===== config.mk =====
export PLATFORM = sky130hd
export DESIGN_NAME = program_loader_arbiter
export DESIGN_NICKNAME = d
export VERILOG_FILES = /design/src/rtl/program_loader_arbiter.sv
export SDC_FILE = /design/constraint.sdc
export NUM_CORES = 1
export LEC_CHECK = 0
export BUFFER_PORTS_ARGS = -buffer_cell sky130_fd_sc_hd__buf_2
export CORE_MARGIN = 3
export CORE_UTILIZATION = 45
export CTS_CLUSTER_DIAMETER = 60
export DETAILED_ROUTE_END_ITERATION = 10
export PLACE_DENSITY = 0.72
export RECOVER_POWER = 25
export SLEW_MARGIN = 20
export SYNTH_ARGS = -nofsm -noshare
export SYNTH_HDL_FRONTEND = slang
export SYNTH_SLANG_ARGS = --single-unit

===== constraint.sdc =====
create_clock -name clk -period 1.9 [get_ports clk]
set_input_delay 0.095 -clock clk [delete_from_list [all_inputs] [get_ports clk]]
set_output_delay 0.095 -clock clk [all_outputs]
set_load 0.005 [all_outputs]

===== src/rtl/program_loader_arbiter.sv =====
// Program loader: holds the CPU in reset, streams bytes into RAM via MAR/RAM strobes, then hands over.
// Optional LOADER_ZERO_FILL_EN: an early prog_last zero-fills the remaining addresses before RUN.
module program_loader_arbiter #(
   parameter int                 ADDR_W    = 4,
   parameter int                 DATA_W    = 8,
   parameter int                 CTRL_W    = 15,
   parameter logic [CTRL_W-1:0]  CTRL_IDLE = 15'h0FE3
) (
   input  logic              clk,
   input  logic              rst_n,
   input  logic              prog_req,
   input  logic [DATA_W-1:0] in_data,
   input  logic              in_valid,
   output logic              in_ready,
   input  logic              prog_last,
   input  logic [CTRL_W-1:0] ctrl_cpu,
   output logic [CTRL_W-1:0] ctrl_out,
   output logic [DATA_W-1:0] bus_out,
   output logic              bus_oe,
   output logic              cpu_rst_n,
   output logic [ADDR_W:0]   load_count,
   output logic              load_done
);

   typedef enum logic [2:0] {
      S_IDLE  = 3'd0,
      S_WAIT  = 3'd1,
      S_ADDR  = 3'd2,
      S_DATA  = 3'd3,
      S_WRITE = 3'd4,
      S_RUN   = 3'd5
   } state_t;

   localparam logic [CTRL_W-1:0] ONE       = {{(CTRL_W-1){1'b0}}, 1'b1};
   localparam logic [CTRL_W-1:0] MAR_A_N   = ONE << 11;
   localparam logic [CTRL_W-1:0] MAR_D_N   = ONE << 10;
   localparam logic [CTRL_W-1:0] RAM_EN_N  = ONE << 9;
   localparam logic [CTRL_W-1:0] RAM_WR_N  = ONE << 8;
   localparam logic [ADDR_W-1:0] LAST_ADDR = {ADDR_W{1'b1}};
   localparam logic [ADDR_W-1:0] ADDR_ONE  = {{(ADDR_W-1){1'b0}}, 1'b1};
   localparam logic [ADDR_W:0]   CNT_ONE   = {{ADDR_W{1'b0}}, 1'b1};
   localparam logic [ADDR_W:0]   CNT_MAX   = {1'b1, {ADDR_W{1'b0}}};

   state_t              state, state_n;
   logic [ADDR_W-1:0]   addr;
   logic [DATA_W-1:0]   byte_q;
   logic                fill_active;
   logic [CTRL_W-1:0]   ctrl_d;
   logic [DATA_W-1:0]   bus_d;
   logic                oe_d;

   assign in_ready  = (state == S_WAIT);
   assign cpu_rst_n = (state == S_RUN);
   assign load_done = (state == S_RUN);

   always_comb begin
      state_n = state;
      case (state)
         S_IDLE:  state_n = prog_req ? S_WAIT : S_RUN;
         S_WAIT: begin
            if (in_valid) begin
               state_n = S_ADDR;
            end else if (prog_last) begin
`ifdef LOADER_ZERO_FILL_EN
               state_n = S_ADDR;
`else
               state_n = S_RUN;
`endif
            end
         end
         S_ADDR:  state_n = S_DATA;
         S_DATA:  state_n = S_WRITE;
         S_WRITE: begin
            // The last address always ends loading, so addr never wraps.
            if (addr == LAST_ADDR) state_n = S_RUN;
            else if (fill_active)  state_n = S_ADDR;
            else                   state_n = S_WAIT;
         end
         S_RUN:   state_n = S_RUN;
         default: state_n = S_IDLE;
      endcase
   end

   always_ff @(posedge clk) begin
      if (!rst_n) begin
         state      <= S_IDLE;
         addr       <= '0;
         load_count <= '0;
         byte_q     <= '0;
      end else begin
         state <= state_n;
         if (state == S_WAIT && in_valid) begin
            byte_q <= in_data;
         end else if (state == S_WAIT && prog_last) begin
            byte_q <= '0;
         end
         if (state == S_WRITE) begin
            if (addr != LAST_ADDR)     addr       <= addr + ADDR_ONE;
            if (load_count != CNT_MAX) load_count <= load_count + CNT_ONE;
         end
      end
   end

`ifdef LOADER_ZERO_FILL_EN
   logic fill_q;

   always_ff @(posedge clk) begin
      if (!rst_n) begin
         fill_q <= 1'b0;
      end else if (state == S_WAIT && !in_valid && prog_last) begin
         fill_q <= 1'b1;
      end
   end

   assign fill_active = fill_q;
`else
   assign fill_active = 1'b0;
`endif

   always_comb begin
      ctrl_d = CTRL_IDLE;
      bus_d  = '0;
      oe_d   = 1'b0;
      case (state)
         S_ADDR: begin
            ctrl_d = CTRL_IDLE & ~MAR_A_N;
            bus_d  = {{(DATA_W-ADDR_W){1'b0}}, addr};
            oe_d   = 1'b1;
         end
         S_DATA: begin
            ctrl_d = CTRL_IDLE & ~MAR_D_N;
            bus_d  = byte_q;
            oe_d   = 1'b1;
         end
         S_WRITE: ctrl_d = (CTRL_IDLE | RAM_EN_N) & ~RAM_WR_N;
         S_RUN:   ctrl_d = ctrl_cpu;
         default: ctrl_d = CTRL_IDLE;
      endcase
   end

   // Registered on the falling edge so strobes are settled before the datapath's rising edge.
   always_ff @(negedge clk) begin
      ctrl_out <= ctrl_d;
      bus_out  <= bus_d;
      bus_oe   <= oe_d;
   end

endmodule


# ---- Yosys cells after proc, flatten, opt, wreduce, memory -nomap -nowiden
# Cells that the tools add are included.
dict set report word_totals {
  input_bits 28
  out_inout_bits 32
  elab_cells 35
  reg_bits 44
}
dict set report classes {
  eq_ne 9
  muxes 10
  add_sub_neg 2
  reduce_logical 7
}
# op count
set ops {}
lappend ops {{$pmux 15 s4} 1}
lappend ops {{$pmux 3 s6} 1}
lappend ops {{$mux 8} 2}
lappend ops {{$pmux 8 s2} 1}
lappend ops {{$mux 3} 4}
lappend ops {{$eq 3x2->1 const B} 2}
lappend ops {{$eq 3x3->1 const B} 2}
lappend ops {{$add 5x1->5 const B} 1}
lappend ops {{$ne 5x5->1 const B} 1}
lappend ops {{$add 4x1->4 const B} 1}
lappend ops {{$eq 4x4->1 const B} 1}
lappend ops {{$ne 4x4->1 const B} 1}
lappend ops {{$reduce_and 2->1} 2}
lappend ops {{$eq 3x1->1 const B} 1}
lappend ops {{$logic_not 3->1} 1}
lappend ops {{$ne 3x2->1 const B} 1}
lappend ops {{$logic_and 1x1->1} 2}
lappend ops {{$reduce_bool 2->1} 1}
lappend ops {{$reduce_or 2->1} 1}
lappend ops {{$mux 1} 1}

# ---- Logic depth before layout (Yosys ltp)
# Gate-level depths: netlist of run 1.
dict set report depth {
  word_depth 4
  depth_mapped 5
  ltp_nobuf 5
}

==> results.py, run 1 <==
metrics = {
    "synth": {
        "ys_types": 32,
        "synth_edf_count": 0,
        "ys_seq_elements": 44,
        "yosysMostFrequentCell": "dfxtp_1",
        "yosys_warnings": 0,
        "synth_flop_cell": "dfxtp_1",
        "syn_avg_cell_area_um2": 9.38,
        "synth-async-reset-ratio": 0,
        "syn_nets": 205,
        "synth_top_area_share": 0.539,
        "postSynthCellCount": 174,
        "synthesis.area_um2": 1630,
        "yosys-top-cells-count": "dfxtp_1, a21oi_1, nand2_1, o21ai_0, and3_1",
        "synth_top_area_cell": "dfxtp_1",
        "synth-seq-area-share": 0.539,
        "synth_area_leaders": "dfxtp_1, a21oi_1, o21ai_0",
    },
    "setup_path": {
        "crit_path_max_fanout": 1,
        "critPathMaxStageDelay_ps": 310,
        "path_buf_inv": 1,
        "reg2reg_depth": 3,
        "start_kind": "flip-flop",
        "critPathTopFamily": "flip-flops",
        "endpoint_kind": "primary output",
        "worst_ep_required_time_ps": 1800,
        "slowest_stage": "dfxtp_2",
        "rr_startpoint": "state[0]",
        "crit_type": "flip-flop to primary output",
        "rrSetupSlack_ps": 60,
        "critPathArrivalTime_ps": 1790,
        "r2r-end": "bus_out[2]",
        "path_cells": "buf_2",
    },
    "route": {
        "top_layer_used": "met4",
        "vias": 1557,
        "route.met2.wl_mm": 1.77,
        "drtAntennaViolNets": 0,
        "drc": 0,
        "post_drt_wl_per_cell_um": 12.1,
        "m1WireLength_mm": 1.67,
        "drt_iter0_markers": 70,
        "vias_per_cell": 4.88,
        "drt_first_pass_iters": 5,
        "drt-total-wl_mm": 3.86,
        "route.met3.wl_um": 324,
    },
    "cells_and_area": {
        "nFillCells": 311,
        "areaGrowthSynthToFinish_pct": 39.2,
        "drive_gt1_frac": 0.311,
        "num_antenna_cells": 0,
        "finalNetCount": 303,
        "post-route-util": 0.665,
        "design_area_um2": 2270,
    },
    "placed_design": {
        "placed_area_um2": 2030,
        "dp_hpwl_mm": 2.60,
        "port_buffers": 59,
        "place_congestion": 0.757,
        "dp_slack_ps": 55.6,
    },
    "sta": {
        "rsz0062_at_grt": "true",
        "slew_headroom": 0.640,
        "setup_viol_count_final": 0,
        "setup-tns-final_ps": 0,
        "fin_skew_ps": 56.4,
        "tightestPinTransition_ps": 540,
        "final-max-slew-violation-count": 0,
        "setup_ws_ps": 15.6,
        "hold_viol_final": 0,
    },
    "floorplanning": {
        "dieArea_um2": 4390,
        "coreArea_um2": 3420,
        "initial_utilization": 0.478,
        "die_w_um": 66.2,
        "rows": 21,
        "pin_count": 60,
        "die_h_um": 66.2,
    },
    "hold_path": {
        "holdCritStartpoint": "rst_n",
        "min_path_type": "input port to flip-flop",
        "holdPathEnd": "load_count[3]",
        "whs_path_depth": 3,
    },
    "power_and_ir_drop": {
        "powerDensity_nw_per_um2": 835,
        "leakage_nw": 1.14,
        "power_mw": 1.90,
        "peakVddDrop_mv": 0.419,
    },
    "clock_network": {
        "clk_latency_ps": 410,
        "clock-root-buffer": "clkbuf_4",
        "clk_pin_slew_ps": 130,
        "cts_sinks": 44,
        "clockBufferDepth": 2,
        "cts_tree": "built",
        "h-tree-depth": 2,
        "cts_setup_buffers": 0,
        "cts_buffers": 5,
    },
    "grt": {
        "grt_max_degree": 17,
        "grt_first_pass_wirelength_mm": 6.20,
        "grt_pass1_vias": 1408,
        "grt_remaining_overflow": 0,
        "track_usage": 0.189,
        "antenna_found_initial": 0,
    },
    "outcome": {
        "status": "finished clean",
    },
    "flow_run": {
        "cap_violations": 0,
    },
}
==> sequential cells by signal, summed over array words and instances, names as in the netlist <==
register and cells:
state 3, byte_q 8, bus_out 8, addr 4, bus_oe 1, ctrl_out 15
load_count 5
==> cell usage in the layout (no fill, tap or decap), drive strengths merged <==
cell	instances
a21o	1
a21oi	17
a22oi	2
and2	1
and3	11
and4bb	1
buf	68
clkbuf	8
clkinv	1
dfxtp	44
dlygate4sd3	8
ha	3
inv	34
mux2i	6
nand2	14
nand2b	10
nand3	4
nand3b	1
nand4	2
nor2	8
nor2b	1
nor3	2
nor3b	2
nor4bb	1
o21ai	14
o311ai	2
o41ai	1
or3	2
or3b	2
or4	1
or4bb	1
==> stage by stage <==
step,hold slack (ps),cells
6_report,27.7,319
5_1_grt,53.6,319
4_1_cts,19.0,319
3_5_place_dp,344,280
3_3_place_gp,343,280
2_1_floorplan,235,174
==> timing repair <==
item / 4_1_cts / 5_1_grt
endpoints found under the setup margin: 0 / 17
hold buffers: 8 / 0
gates resized for setup: 0 / 8
endpoints found under the hold margin: 8 / 0
==> cell families (layout without fill, tap and decap cells) <==
group / count (synthesis) / in the layout / synth area share
AND/OR/NAND/NOR: 64 / 64 / 0.222
flip-flops: 44 / 44 / 0.539
AO/OA/AOI/OAI: 37 / 37 / 0.125
buffers and inverters: 20 / 119 / 0.0536
multiplexers: 6 / 6 / 0.0368
adder cells (fa/ha/maj): 3 / 3 / 0.0230
==> where the power goes <==
| group | internal, mW | switching, mW | leakage [nW] |
|---|---|---|---|
| clock network | 0.218 | 0.433 | 0.161 |
| logic | 0.134 | 0.128 | 0.618 |
| registers | 0.965 | 0.0208 | 0.359 |
==> per-layer routing <==
layer / up-vias / global-route usage
met4: 0 / 0.112
met5: - / 0
met2: 57 / 0.290
met1: 697 / 0.231
li1: 794 / -
met3: 9 / 0.0561
==> area by class of cell <==
cell class              instances  area [um2]  area share
inverters                       9        33.8      0.0149
multi-input cells             110         674       0.297
clock buffers                   6        41.3      0.0182
repair buffers                 78         468       0.206
flip-flops and latches         44         890       0.392
well taps                      46        57.6      0.0253
clock inverters                26         108      0.0474
==> worst reg2reg max path: stages, from the launching register on <==
cell and delay [ps]:
dfxtp_2 370, buf_4 170, mux2i_1 230, nor2_1 50
==> how the worst max path moves through the flow <==
stage / from / endpoint / slack, ps / depth (start not counted)
floorplan: state[1] / ctrl_out[11] / -90 / 5
global placement: state[1] / ctrl_out[11] / 70 / 3
detailed placement: state[1] / ctrl_out[11] / 60 / 3
CTS: ctrl_out[3] / ctrl_out[3] / 5 / 1
global route: ctrl_out[3] / ctrl_out[3] / -40 / 1
finish: ctrl_out[3] / ctrl_out[3] / 20 / 1
Power figures use the tool's default switching activity.
==> run 2: changes to the inputs <==
--- a/config.mk
+++ b/config.mk
@@ -5,12 +5,13 @@
 export SDC_FILE = /design/constraint.sdc
 export NUM_CORES = 1
 export LEC_CHECK = 0
+export ABC_AREA = 1
 export BUFFER_PORTS_ARGS = -buffer_cell sky130_fd_sc_hd__buf_2
 export CORE_MARGIN = 3
 export CORE_UTILIZATION = 45
 export CTS_CLUSTER_DIAMETER = 60
 export DETAILED_ROUTE_END_ITERATION = 10
-export PLACE_DENSITY = 0.72
+export PLACE_DENSITY = 0.71
 export RECOVER_POWER = 25
 export SLEW_MARGIN = 20
 export SYNTH_ARGS = -nofsm -noshare
==> run 2 against run 1 <==
Against the previous run:
- the flow now finishes with violations (negative setup slack)
- largest cell class unchanged
- final area up 5.4%
- setup slack worse by 43 ps
- power up 24%
- sequential power up 6%
- largest power group unchanged
- combinational power up 60%
==> results.py, run 2 <==
metrics = {
    "outcome": {
        "status": "complete, but fails checks",
        "failed_checks": "negative setup slack",
    },
    "route": {
        "vias_per_cell": 4.56,
        "drtAntennaViolNets": 0,
        "post_drt_wl_per_cell_um": 10.0,
        "drt_first_pass_iters": 4,
        "vias": 1677,
        "drt_iter0_markers": 47,
        "drc": 0,
        "drt-total-wl_mm": 3.69,
    },
    "setup_path": {
        "slowest_stage": "dfxtp_4",
        "path_cells": "inv_4, nor2_4, nand2_4, or2_4",
        "critPathArrivalTime_ps": 1220,
        "crit_type": "flip-flop to flip-flop",
        "cp_num_cells": 4,
        "crit_path_max_fanout": 5,
        "reg2reg_depth": 4,
        "critPathTopFamily": "simple AND/OR/NAND/NOR gates",
        "worst_ep_required_time_ps": 1190,
        "critPathMaxStageDelay_ps": 390,
        "endpoint_kind": "flip-flop",
        "start_kind": "flip-flop",
        "path_buf_inv": 1,
    },
    "sta": {
        "hold_viol_final": 0,
        "setup_viol_count_final": 6,
        "rsz0062_at_grt": "true",
        "final-max-slew-violation-count": 0,
        "slew_headroom": 0.709,
        "fin_skew_ps": 68.0,
        "fin_hold_ws_ps": 51.1,
        "tightestPinTransition_ps": 437,
        "setup_ws_ps": -27.7,
    },
    "grt": {
        "antenna_found_initial": 0,
        "grt_max_degree": 16,
        "grt_first_pass_wirelength_mm": 5.55,
        "grt_remaining_overflow": 0,
        "grt_pass1_vias": 1431,
        "track_usage": 0.162,
    },
    "placed_design": {
        "port_buffers": 59,
        "place_congestion": 0.770,
        "dp_slack_ps": -84.3,
        "placed_area_um2": 2120,
        "dp_hpwl_mm": 2.72,
        "dp.cells": 332,
    },
    "synth": {
        "syn_avg_cell_area_um2": 7.69,
        "synth_top_area_cell": "dfxtp_1",
        "yosys_warnings": 0,
        "synth-async-reset-ratio": 0,
        "synth_top_area_share": 0.516,
        "synth_flop_cell": "dfxtp_1",
        "yosys-top-cells-count": "nand2_1, dfxtp_1, nor2_1, inv_1, nand3_1",
        "syn_nets": 253,
        "synth-seq-area-share": 0.516,
        "ys_seq_elements": 44,
        "synthesis.area_um2": 1710,
        "synth_area_leaders": "dfxtp_1, nand2_1, nor2_1",
        "ys_types": 20,
        "postSynthCellCount": 222,
        "synth_edf_count": 0,
        "yosysMostFrequentCell": "nand2_1",
    },
    "flow_run": {
        "cap_violations": 0,
    },
    "cells_and_area": {
        "layout_commonest_cell": "buf_2",
        "layout_common_cells": "buf_2, nand2_1, inv_1",
        "drive_gt1_frac": 0.320,
        "design_area_um2": 2390,
        "largestRegisters": "ctrl_out: 15 flops, bus_out: 8 flops, byte_q: 8 flops",
        "areaGrowthSynthToFinish_pct": 40.3,
        "largest_register_ffs": 15,
        "stdcell_count": 368,
        "largest_register": "ctrl_out",
        "num_antenna_cells": 0,
        "finalNetCount": 352,
    },
    "clock_network": {
        "clock-root-buffer": "clkbuf_8",
        "cts_buffers": 5,
        "cts_sinks": 44,
        "hold_buffers": 0,
        "h-tree-depth": 2,
        "cts_tree": "built",
        "clk_pin_slew_ps": 90,
        "clockBufferDepth": 2,
        "clk_latency_ps": 360,
    },
    "floorplanning": {
        "coreArea_um2": 3490,
        "dieArea_um2": 4570,
        "rows": 21,
        "die_w_um": 67.6,
        "die_h_um": 67.6,
        "initial_utilization": 0.488,
        "pin_count": 60,
    },
    "power_and_ir_drop": {
        "swShare": 0.314,
        "power_mw": 2.35,
        "power.switching_mw": 0.738,
        "clkPwrFrac": 0.377,
        "combPwrFrac": 0.178,
        "seqPwrFrac": 0.445,
        "leakage_nw": 1.25,
        "powerDensity_nw_per_um2": 983,
        "peakVddDrop_mv": 0.533,
        "power.internal_mw": 1.62,
    },
    "hold_path": {
        "min_path_type": "input port to flip-flop",
        "whs_path_depth": 3,
    },
}
run 2: cell families (layout without fill, tap and decap cells):
family	after synthesis	count (layout)	synth area share
buffers and inverters	35	134	0.0931
DFF	44	44	0.516
adders and majority gates	3	3	0.0220
AOI/OAI and AO/OA	22	22	0.0660
and+or+nand+nor	118	119	0.303
run 2: layout make-up:
class                           count  area [um2]
Clock inverter                     26         110
Timing Repair Buffer               75         434
Multi-Input combinational cell    144         706
Clock buffer                        6        93.8
Inverter                           27         104
Fill cell                         299        1100
Sequential cell                    44         890
Tap cell                           46        57.6
run 2: metal layers:
metal	global-route usage	wire length [um]	up-vias
met1	0.173	1570	737
met4	0.0557	38	0
met5	0	0	-
met2	0.277	1790	48
met3	0.0765	295	4
li1	-	-	888
run 2: power by group through the flow:
stage	Clock [mW]	Sequential [mW]	Combinational, mW
final	0.887	1.05	0.420
after CTS	0.911	1.04	0.397
after floorplan	0.0805	1.05	0.223
after global routing	0.993	1.05	0.475
after global placement	0.0805	1.06	0.381
after detailed placement	0.0805	1.06	0.386
run 2: worst reg2reg max path, delay by kind of cell, from the launching register on:
| family | cells | cell delay, ps |
|---|---|---|
| buf+inv | 1 | 40 |
| flops | 1 | 390 |
| simple gates | 3 | 480 |
run 2: timing repair:
| item | 4_1_cts | 5_1_grt |
|---|---|---|
| cloned | 0 | 1 |
| buffers inserted | 1 | 3 |
| gates resized for setup | 5 | 15 |
| setup endpoints to repair | 7 | 14 |
| endpoints found under the hold margin | 0 | 0 |
| pin swaps | 1 | 4 |
run 2: stage by stage:
step | TNS [ps] | util
finish | -127 | 0.685
global route | -599 | 0.685
CTS | -94.5 | 0.668
detailed placement | -524 | 0.605
global placement | -271 | 0.605
floorplan | -317 | -
run 2: final timing paths:
| path | end | startpoint | slack, ps |
|---|---|---|---|
| setup / recovery | ctrl_out[5] | state[2] | -30 |
| hold / removal | byte_q[7] | in_data[7] | 50 |
| setup reg to reg | ctrl_out[5] | state[2] | -30 |
| hold reg to reg | byte_q[4] | byte_q[4] | 470 |
